`src/rtl/core_ctrl_fsm.sv`:
```
// core_ctrl_fsm: multi-cycle main control FSM for the RV32I core.
// Sequences FETCH -> DECODE -> EXEC -> (MEM) -> (WB) and drives the imem/dmem
// handshakes plus every datapath enable. It traps on illegal opcodes and on
// memory timeouts.
// Optional build macro CORE_CTRL_PERF_EN adds the cycle_count/instret_count
// performance counters and their ports.
`timescale 1ns/1ps

`ifndef INSTR_SIZE
`define INSTR_SIZE 32
`endif

module core_ctrl_fsm #(
  parameter int MEM_TIMEOUT = 255,
  parameter int TO_W        = 8
) (
  input  logic                   clk,
  input  logic                   rst,
  input  logic [`INSTR_SIZE-1:0] instr,
  output logic                   imem_req,
  input  logic                   imem_ack,
  output logic                   dmem_req,
  output logic                   dmem_we,
  input  logic                   dmem_ack,
  input  logic                   branch_taken,
  output logic                   ir_we,
  output logic                   pc_we,
  output logic [1:0]             pc_sel,
  output logic                   reg_write,
  output logic [1:0]             wb_sel,
  output logic                   alu_src_imm,
  output logic [1:0]             alu_op,
  output logic                   trap,
  output logic [1:0]             trap_cause,
  output logic                   busy
`ifdef CORE_CTRL_PERF_EN
  ,
  output logic [31:0]            cycle_count,
  output logic [31:0]            instret_count
`endif
);

  localparam logic [2:0] S_IDLE   = 3'd0;
  localparam logic [2:0] S_FETCH  = 3'd1;
  localparam logic [2:0] S_DECODE = 3'd2;
  localparam logic [2:0] S_EXEC   = 3'd3;
  localparam logic [2:0] S_MEM    = 3'd4;
  localparam logic [2:0] S_WB     = 3'd5;
  localparam logic [2:0] S_TRAP   = 3'd6;

  localparam logic [6:0] OPC_OP     = 7'b0110011;
  localparam logic [6:0] OPC_OPIMM  = 7'b0010011;
  localparam logic [6:0] OPC_LOAD   = 7'b0000011;
  localparam logic [6:0] OPC_STORE  = 7'b0100011;
  localparam logic [6:0] OPC_BRANCH = 7'b1100011;
  localparam logic [6:0] OPC_JAL    = 7'b1101111;
  localparam logic [6:0] OPC_JALR   = 7'b1100111;
  localparam logic [6:0] OPC_LUI    = 7'b0110111;
  localparam logic [6:0] OPC_AUIPC  = 7'b0010111;

  localparam logic [1:0] PC_PLUS4  = 2'd0;
  localparam logic [1:0] PC_TARGET = 2'd1;
  localparam logic [1:0] PC_JALR   = 2'd2;
  localparam logic [1:0] PC_TRAP   = 2'd3;

  localparam logic [1:0] ALU_ADD   = 2'd0;
  localparam logic [1:0] ALU_FUNCT = 2'd1;
  localparam logic [1:0] ALU_CMP   = 2'd2;
  localparam logic [1:0] ALU_PASS  = 2'd3;

  localparam logic [1:0] WB_ALU  = 2'd0;
  localparam logic [1:0] WB_LOAD = 2'd1;
  localparam logic [1:0] WB_PC4  = 2'd2;

  localparam logic [1:0] CAUSE_ILLEGAL = 2'd1;
  localparam logic [1:0] CAUSE_IMEM_TO = 2'd2;
  localparam logic [1:0] CAUSE_DMEM_TO = 2'd3;

  logic [2:0]      state;
  logic [2:0]      next_state;
  logic [1:0]      cause_q;
  logic [1:0]      next_cause;
  logic [TO_W-1:0] to_cnt;
  logic [6:0]      opcode;
  logic            is_store;
  logic            is_jump;
  logic            legal_opcode;
  logic            wait_state;
  logic            ack_now;
  logic            timed_out;
  logic            unused_instr_bits;

  // The IR is held by the datapath, so the opcode stays valid from DECODE to WB.
  assign opcode            = instr[6:0];
  assign unused_instr_bits = ^instr[`INSTR_SIZE-1:7];
  assign is_store          = (opcode == OPC_STORE);
  assign is_jump           = (opcode == OPC_JAL) || (opcode == OPC_JALR);

  // Decode the legal RV32I base opcode set.
  always_comb begin
    legal_opcode = 1'b0;
    case (opcode)
      OPC_OP, OPC_OPIMM, OPC_LOAD, OPC_STORE, OPC_BRANCH,
      OPC_JAL, OPC_JALR, OPC_LUI, OPC_AUIPC: legal_opcode = 1'b1;
      default:                               legal_opcode = 1'b0;
    endcase
  end

  // Timeout detection. An ack in the final allowed cycle beats the timeout.
  always_comb begin
    wait_state = (state == S_FETCH) || (state == S_MEM);
    ack_now    = (state == S_FETCH) ? imem_ack : dmem_ack;
    timed_out  = (MEM_TIMEOUT != 0) && wait_state && !ack_now &&
                 (int'(to_cnt) == MEM_TIMEOUT - 1);
  end

  // Next-state and trap-cause selection.
  always_comb begin
    next_state = state;
    next_cause = cause_q;
    case (state)
      S_IDLE:   next_state = S_FETCH;
      S_FETCH: begin
        if (imem_ack) begin
          next_state = S_DECODE;
        end else if (timed_out) begin
          next_state = S_TRAP;
          next_cause = CAUSE_IMEM_TO;
        end
      end
      S_DECODE: begin
        if (legal_opcode) begin
          next_state = S_EXEC;
        end else begin
          next_state = S_TRAP;
          next_cause = CAUSE_ILLEGAL;
        end
      end
      S_EXEC: begin
        case (opcode)
          OPC_LOAD, OPC_STORE: next_state = S_MEM;
          OPC_BRANCH:          next_state = S_FETCH;
          default:             next_state = S_WB;
        endcase
      end
      S_MEM: begin
        if (dmem_ack) begin
          next_state = is_store ? S_FETCH : S_WB;
        end else if (timed_out) begin
          next_state = S_TRAP;
          next_cause = CAUSE_DMEM_TO;
        end
      end
      S_WB:     next_state = S_FETCH;
      S_TRAP:   next_state = S_FETCH;
      default:  next_state = S_IDLE;
    endcase
  end

  // State, trap cause and timeout counter registers.
  always_ff @(posedge clk) begin
    if (rst) begin
      state   <= S_IDLE;
      cause_q <= 2'd0;
      to_cnt  <= '0;
    end else begin
      state   <= next_state;
      cause_q <= next_cause;
      if ((next_state != state) || ack_now || !wait_state) begin
        to_cnt <= '0;
      end else begin
        to_cnt <= to_cnt + TO_W'(1);
      end
    end
  end

  // Datapath control outputs, decoded from state, opcode and handshakes.
  always_comb begin
    imem_req    = 1'b0;
    ir_we       = 1'b0;
    dmem_req    = 1'b0;
    dmem_we     = 1'b0;
    pc_we       = 1'b0;
    pc_sel      = PC_PLUS4;
    reg_write   = 1'b0;
    wb_sel      = WB_ALU;
    alu_src_imm = 1'b0;
    alu_op      = ALU_ADD;
    trap        = 1'b0;
    case (state)
      S_FETCH: begin
        imem_req = 1'b1;
        ir_we    = imem_ack;
      end
      S_EXEC: begin
        case (opcode)
          OPC_OP:    alu_op = ALU_FUNCT;
          OPC_OPIMM: begin
            alu_op      = ALU_FUNCT;
            alu_src_imm = 1'b1;
          end
          OPC_LOAD, OPC_STORE: begin
            alu_op      = ALU_ADD;
            alu_src_imm = 1'b1;
          end
          OPC_BRANCH: begin
            alu_op = ALU_CMP;
            pc_we  = 1'b1;
            pc_sel = branch_taken ? PC_TARGET : PC_PLUS4;
          end
          OPC_JAL: begin
            pc_we  = 1'b1;
            pc_sel = PC_TARGET;
          end
          OPC_JALR: begin
            pc_we  = 1'b1;
            pc_sel = PC_JALR;
          end
          OPC_LUI:   alu_op = ALU_PASS;
          default:   alu_op = ALU_ADD;
        endcase
      end
      S_MEM: begin
        dmem_req = 1'b1;
        dmem_we  = is_store;
        pc_we    = is_store && dmem_ack;
      end
      S_WB: begin
        reg_write = 1'b1;
        if (opcode == OPC_LOAD) begin
          wb_sel = WB_LOAD;
        end else if (is_jump) begin
          wb_sel = WB_PC4;
        end
        pc_we = !is_jump;
      end
      S_TRAP: begin
        trap   = 1'b1;
        pc_we  = 1'b1;
        pc_sel = PC_TRAP;
      end
      default: ;
    endcase
  end

  assign trap_cause = cause_q;
  assign busy       = (state != S_IDLE);

`ifdef CORE_CTRL_PERF_EN
  logic retire;

  // An instruction retires on its final transition back into FETCH.
  assign retire = (state == S_WB) ||
                  ((state == S_MEM) && is_store && dmem_ack) ||
                  ((state == S_EXEC) && (opcode == OPC_BRANCH));

  // Busy-cycle and retired-instruction counters, wrapping modulo 2^32.
  always_ff @(posedge clk) begin
    if (rst) begin
      cycle_count   <= 32'd0;
      instret_count <= 32'd0;
    end else begin
      if (busy) begin
        cycle_count <= cycle_count + 32'd1;
      end
      if (retire) begin
        instret_count <= instret_count + 32'd1;
      end
    end
  end
`endif

endmodule

```
`config.mk`:
```
export PLATFORM = sky130hd
export DESIGN_NAME = core_ctrl_fsm
export DESIGN_NICKNAME = d
export VERILOG_FILES = /design/src/rtl/core_ctrl_fsm.sv
export SDC_FILE = /design/constraint.sdc
export NUM_CORES = 1
export LEC_CHECK = 0
export CORE_MARGIN = 2
export CORE_UTILIZATION = 37
export DETAILED_ROUTE_END_ITERATION = 8
export PLACE_DENSITY = 0.85
export SETUP_SLACK_MARGIN = 0.2
export SLEW_MARGIN = 0
export SYNTH_ARGS = -nofsm -noshare
export SYNTH_HDL_FRONTEND = slang
export SYNTH_SLANG_ARGS = --single-unit
```
`constraint.sdc`:
```
create_clock -name clk -period 2.1 [get_ports clk]
set_clock_uncertainty 0.05 [all_clocks]
set_input_delay 0.42 -clock clk [delete_from_list [all_inputs] [get_ports clk]]
set_output_delay 0.42 -clock clk [all_outputs]
set_load 0.01 [all_outputs]
```
### Yosys cells after proc, flatten, opt, wreduce, memory -nomap -nowiden

Cells that the tools add are included.

| operators by class | value |
|---|---|
| add/subtract/negate cells | 1 |
| equal/unequal tests | 22 |
| muxes and demuxes | 33 |
| reductions and logical operators | 21 |

Operators by type and width:

| operator | number |
|---|---|
| $eq 7x6->1 const B | 3 |
| $eq 7x7->1 const B | 3 |
| $mux 2 | 9 |
| $pmux 2 s3 | 3 |
| $mux 3 | 5 |
| $pmux 3 s5 | 1 |
| $eq 7x5->1 const B | 2 |
| $mux 1 | 12 |
| $ne 2x2->1 const B | 5 |
| $eq 3x3->1 const B | 3 |
| $reduce_or 3->1 | 3 |
| $reduce_or 9->1 | 1 |
| $add 8x1->8 const B | 1 |
| $eq 8x2->1 const B | 1 |
| $eq 7x2->1 const B | 1 |
| $eq 3x2->1 const B | 2 |
| $pmux 3 s2 | 1 |
| $reduce_and 6->1 | 1 |
| $reduce_bool 3->1 | 2 |
| $reduce_or 2->1 | 3 |
| $logic_or 1x1->1 | 4 |
| $pmux 1 s4 | 1 |
| $pmux 2 s2 | 1 |
| $eq 3x1->1 const B | 1 |
| other kinds (4) | 8 |

| storage, ports and cells | value |
|---|---|
| input port bits | 37 |
| logic and storage cells | 80 |
| output and inout port bits | 17 |
| register bits after elaboration | 13 |

### Depth between registers and ports, before layout

Gate-level depths: netlist (run 1).

| logic depth | value |
|---|---|
| word-level depth | 12 |
| mapped depth | 6 |
| depth with buffers taken out | 5 |

### Worst setup path after synthesis (run 1)

Ideal clock, no wire load.

| timing path | value |
|---|---|
| kind | register to output |
| start | reg state[0] |
| end | out pc_we |
| path slack | 0.174 ns |
| arrival time | 1.456 ns |
| required time | 1.630 ns |
| cell stages (with the launch flop) | 5 |
| path buffers | 1 |
| cell sequence | dfxtp_1 > buf_4 > nor3b_1 > and3_1 > o2bb2ai_1 |

| on the way | value |
|---|---|
| longest elaborated chain between the ends | 2 |
| elaborated cells between the ends (all ways) | 5 |
| classes of those cells | eq/ne: 4; mux: 1 |

Ends and longest elaborated chain:

| element | RTL line | source |
|---|---|---|
| from (decl) | 79 | `logic [2:0] state;` |
| from (signal assigned) | 167 | `state <= next_state;` |
| $eq 3x3->1 or $eq 3x2->1 (tied branches) | 190 | `case (state)` |
| $pmux 1 s4 (*) | 190 |  |
| to (decl) | 27 | `output logic pc_we,` |

Mark *: on every way between the ends. The rest lies on a longest branch, timed or not.

### Final worst setup path (run 1)

| timing path | value |
|---|---|
| start | in instr[3] |
| end | out pc_we |

| on the way | value |
|---|---|
| longest elaborated chain between the ends | 4 |
| elaborated cells between the ends (all ways) | 10 |
| classes of those cells | eq/ne: 4; mux: 2; reduce/logical: 4 |

Ends and longest elaborated chain:

| element | RTL line | source |
|---|---|---|
| from (decl) | 19 | `` input logic [`INSTR_SIZE-1:0] instr, `` |
| $eq 7x7->1, on equally long branches | 97, 196 |  |
| $reduce_or 3->1 (no line) or $logic_or 1x1->1 (tied branches) | - |  |
| $mux 1 or $logic_not 1->1 (tied branches) | 196, 235 |  |
| $pmux 1 s4 (*) | 190 |  |

Marked as above.

==> impl_metrics.toml, run 1 <==
[run_status]
status = "completed"

[synthesis]
synthCells = 114
synth_edf_count = 0
yosysSeqAreaShare = 0.289
syn-cell-area_um2 = 901
async_flop_share = 0
yosysWarnings = 0
ys_types = 39
ys.flop_type = "dfxtp_1"
syn_avg_cell_area_um2 = 7.90
ys_ff_latch = 13
syn_nets = 153

[global_routing]
grt_pass1_wl_um = 4710
grt_overflow = 0
grt_max_degree = 9
grt_pass1_vias = 1088
grt_usage = 0.225
antenna_found_initial = 0
grt_use_met1 = 0.250
use_met3 = 0.0395
met2_usage = 0.418
busiest_layer = "met2"

[finish]
diodes = 0
final_net_count = 211
fillers = 177
final_cell_mix = "buf_4, buf_2, nor2_1"
area_growth_pct = 73.7
drive_gt1_frac = 0.491
design_area_um2 = 1570
layout_commonest_cell = "buf_4"

[clock_tree]
cts_buffers = 3
postCtsHoldBufs = 0
path_clk_slew_ns = 0.07
cts_tree = "done"
cts-root-buf = "clkbuf_4"
h-tree-depth = 1
clk_path_buf_depth = 2
clk_latency_ns = 0.27
cts_num_sinks = 13

[power_and_ir_drop]
combPwrFrac = 0.388
p_per_area_nw_per_um2 = 443
power.switching_uw = 225
p_seq_frac = 0.391
p_clk_frac = 0.221
swShare = 0.324
p_leak_uw = 0.000673
p_int_uw = 468
ir_drop_mv = 0.403

[floorplan]
placementRows = 17
die_w_um = 53.3
die_h_um = 53.3
die_area_um2 = 2850
boundaryPins = 54
coreArea_um2 = 2250
initial_utilization = 0.400

[place]
placed_area_um2 = 1320
port_buffers = 28
place_ws_ns = -0.693
gp_congestion = 0.860
dpl.hpwl_um = 1940

[worst_setup_path]
endpoint = "pc_we"
required_ns = 1.63
critPathLaunchType = "input port"
reg2reg_setup_slack_ns = 0.52
r2r_start = "state[2]"
r2r-end = "to_cnt[3]"
critPathCaptureType = "output port"
crit_fanout = 3
startpoint = "instr[3]"
arrival_ns = 1.57
reg2reg_depth = 5
crit_type = "input port to output port"

[routing]
via_per_inst = 5.69
first_pass_iters = 4
drt_iter0_drc = 20
drc = 0
wire_per_inst_um = 15.5
drt.antenna.violating_nets = 0
num_vias = 1133
drt_wl_total_um = 3090

[job]
drv_cap = 0

[timing]
finalSetupTns_ns = 0
tightest_slew_ns = 0.392
fin_crit_sh = 0.972
setup_viol = 0
relSlewSlack = 0.738
slew_viol_final = 0
fin_ws_ns = 0.0594
hold_viol_final = 0
fin_crit_ns = 2.04
rsz0062_at_grt = "yes"
max_freq_mhz = 490

[min_path]
hold_class = "flop to flop"
worst min-delay path by stage:
| stage | startpoint | end | depth (start not counted) |
|---|---|---|---|
| after floorplan | to_cnt[0] | to_cnt[0] | 1 |
| after global placement | to_cnt[0] | to_cnt[0] | 1 |
| after detailed placement | trap_cause[1] | trap_cause[1] | 2 |
| after CTS | trap_cause[1] | trap_cause[1] | 2 |
| after global routing | to_cnt[0] | to_cnt[0] | 1 |
| final | to_cnt[0] | to_cnt[0] | 1 |
power by group through the flow:
stage	Combinational (µW)	Clock [µW]	Sequential, µW
after floorplan	103	0	269
after global placement	200	0	271
after detailed placement	207	0	272
after CTS	222	158	268
after global routing	286	171	271
final	269	153	271
cells by family after synthesis:
logic type | after synthesis | synth area share
AND/OR/NAND/NOR | 57 | 0.374
adder cells (fa/ha/maj) | 2 | 0.0278
buffers and inverters | 11 | 0.0694
AO/OA/AOI/OAI | 25 | 0.182
flip-flops | 13 | 0.289
XOR/XNOR | 6 | 0.0583
critical path, cell delays in order:
cell       delay, ns
buf_6           0.10
nand3b_1        0.25
nor4_4          0.33
and3_4          0.25
o2bb2ai_2       0.09
buf_2           0.14
per-stage QoR:
stage,util,cells,total power (µW),hold slack (ns)
floorplan,-,114,372,0.403
global placement,0.587,184,471,0.428
detailed placement,0.587,184,479,0.429
CTS,0.643,196,648,0.440
global route,0.694,199,727,0.487
finish,0.694,199,693,0.464
registers in the layout, summed over array words and instances, names as in the netlist:
register / flops
state: 3
trap_cause: 2
to_cnt: 8
area by class of cell:
class	count	area, µm²	share of cell area
clock buffer	4	26.3	0.0168
inverter	6	22.5	0.0144
sequential	13	267	0.170
multi-input combinational	90	764	0.488
timing repair buffer	58	450	0.288
tap	28	35.0	0.0224
cell usage after synthesis, types with 2 or more instances:
library cell	n	area [µm²]
buf_2	2	10.0
nand2_1	5	18.8
inv_1	6	22.5
nand3b_1	3	22.5
nor2_1	12	45.0
a21oi_1	8	40.0
or4_1	2	15.0
xor2_1	5	43.8
nor3b_1	3	22.5
nand2b_1	3	18.8
a2bb2oi_1	3	26.3
buf_6	2	22.5
or3_1	3	18.8
o21ai_0	4	20.0
and4_4	2	22.5
nor3_1	5	25.0
a31oi_1	3	18.8
nor2b_1	5	31.3
ha_1	2	25.0
nand4_1	2	12.5
nand3_1	4	20.0
dfxtp_1	13	260
routing by layer:
layer / share of wire / wire (µm) / vias to the layer above
li1: - / - / 536
met1: 0.41 / 1250 / 548
met5: 0 / 0 / -
met3: 0.051 / 158 / 9
met2: 0.53 / 1630 / 40
met4: 0.016 / 49 / 0
what timing repair did:
action                                  CTS  global route
hold endpoints to repair                  0             0
buffers inserted                          8             3
pin swaps                                12            10
resized for setup                        99            29
endpoints found under the setup margin   15            12
(Power assumes the default switching activity.)
==> run 2: changes to the inputs <==
- CTS_CLUSTER_SIZE: unset -> 28
==> results of run 2 <==
The final DEF is identical to that of run 1; final timing and power are the same.
==> run 3: changes to the inputs <==
- CORE_UTILIZATION: 37 -> 33
- PLACE_DENSITY: 0.85 -> 0.8
- clock period: 2.1 -> 1.8 ns (I/O delays scaled with it)
==> run 3 against run 2 <==
Critical endpoint is now wb_sel[0]. Cell count up 13%. Largest cell class unchanged. The run now ends with setup timing left. Wire length up 50%. Register-to-register slack worse by 0.57 ns. Total power up 40%. Sequential power up 16%. Critical path depth unchanged. Highest routed layer unchanged. Largest power group is now combinational cells.
==> impl_metrics.toml, run 3 (synthesis gave the netlist of run 1 again) <==
[power_and_ir_drop]
p_leak_uw = 0.000866
ir_drop_mv = 0.466
p_per_area_nw_per_um2 = 488

[worst_setup_path]
slowest_delay_ns = 0.43
reg2reg_depth = 7
required_ns = 1.39
worst-path-stages = 6
critPathTopFamily = "simple AND/OR/NAND/NOR gates"
path_buf_inv = 3
critPathCaptureType = "output port"
crit_type = "input port to output port"
cp_slowest_cell = "or4_4"
critPathLaunchType = "input port"
crit_fanout = 3
path_cells = "buf_2 -> nand3b_1 -> buf_4 -> or4_4 -> nor3_2 -> buf_2"
arrival_ns = 1.64
path_common_cell = "buf_2"

[clock_tree]
cts_tree = "done"
cts-root-buf = "clkbuf_4"
h-tree-depth = 1
cts_buffers = 3
clk_path_buf_depth = 2
postCtsHoldBufs = 0
cts_num_sinks = 13
clk_latency_ns = 0.28
path_clk_slew_ns = 0.07

[timing]
worst_hold_slack_ns = 0.469
slew_viol_final = 0
fin_ws_ns = -0.249
relSlewSlack = 0.781
fin_crit_sh = 1.14
setup_viol = 20
fin_crit_ns = 2.05
tightest_slew_ns = 0.326
max_freq_mhz = 488
hold_viol_final = 0
rsz0062_at_grt = "yes"

[finish]
layout_commonest_cell = "buf_4"
top_register = "to_cnt"
area_growth_pct = 121
drive_gt1_frac = 0.692
final_cell_mix = "buf_4, buf_6, buf_2"
largest_reg_flops = 8
design_area_um2 = 1990
diodes = 0
final_net_count = 235

[run_status]
status = "finished, violations left"
violations = "setup timing"

[routing]
via_per_inst = 5.92
drc = 0
num_vias = 1332
drt.antenna.violating_nets = 0
drt_iter0_drc = 59
drt_wl_total_um = 4640
wire_per_inst_um = 20.6
first_pass_iters = 4

[global_routing]
grt_overflow = 0
grt_pass1_vias = 1169
antenna_found_initial = 0
grt_usage = 0.226
grt_pass1_wl_um = 5640
grt_max_degree = 11

[floorplan]
initial_utilization = 0.357
die_h_um = 56.3
boundaryPins = 54
coreArea_um2 = 2520
placementRows = 18
die_w_um = 56.3
die_area_um2 = 3160

[place]
placed_area_um2 = 1450
gp_congestion = 0.983
port_buffers = 28
dpl.hpwl_um = 2200

[min_path]
whs_path_depth = 2
hold_class = "flop to flop"

[job]
drv_cap = 0
==> run 3: per-layer routing <==
metal	global-route usage	up-vias	wire (µm)
met5	0	-	0
li1	-	587	-
met1	0.267	648	1790
met2	0.420	86	2310
met4	0.0748	0	116
met3	0.0230	11	419
==> run 3: layout make-up <==
| cell class | count | area, µm² |
|---|---|---|
| Sequential cell | 13 | 272 |
| Timing Repair Buffer | 82 | 721 |
| Fill cell | 144 | 536 |
| Inverter | 6 | 25.0 |
| Tap cell | 30 | 37.5 |
| Clock buffer | 4 | 26.3 |
| Multi-Input combinational cell | 90 | 906 |
==> run 3: per-stage QoR <==
stage          TNS [ns]  power (µW)  cells  worst slack [ns]  utilization
3_5_place_dp      -9.47         605    192            -0.889        0.574
3_3_place_gp      -8.75         598    192            -0.861        0.574
4_1_cts          -0.641         873    216            -0.195        0.707
6_report          -1.62         969    225            -0.249        0.788
5_1_grt           -2.49        1010    225            -0.278        0.788
2_1_floorplan         0         451    114             0.173            -
==> run 3: repair_timing <==
action	CTS	global route
resized for setup	143	35
cloned	0	0
setup buffers	20	9
pin swaps	29	19
setup endpoints to repair	27	29
==> run 3: final timing paths <==
path / start / to / slack [ns]
min: trap_cause[1] / trap_cause[1] / 0.47
min reg2reg: trap_cause[1] / trap_cause[1] / 0.47
max: instr[0] / wb_sel[0] / -0.25
max reg2reg: state[2] / to_cnt[1] / -0.05
==> run 3: power breakdown <==
part	leakage (µW)	switching [µW]	internal (µW)	total, µW
registers	0.000107	14.3	300	314
clock network	0.0000150	89.9	86.1	176
logic	0.000744	228	251	478
total	0.000866	332	637	969
==> run 3: worst reg2reg max path: stages, from the launching register on <==
cell and delay [ns]:
dfxtp_4 0.36, buf_4 0.15, buf_6 0.12, nand2b_4 0.15
buf_6 0.13, a2bb2oi_2 0.13, or4_4 0.59, nor2_2 0.12
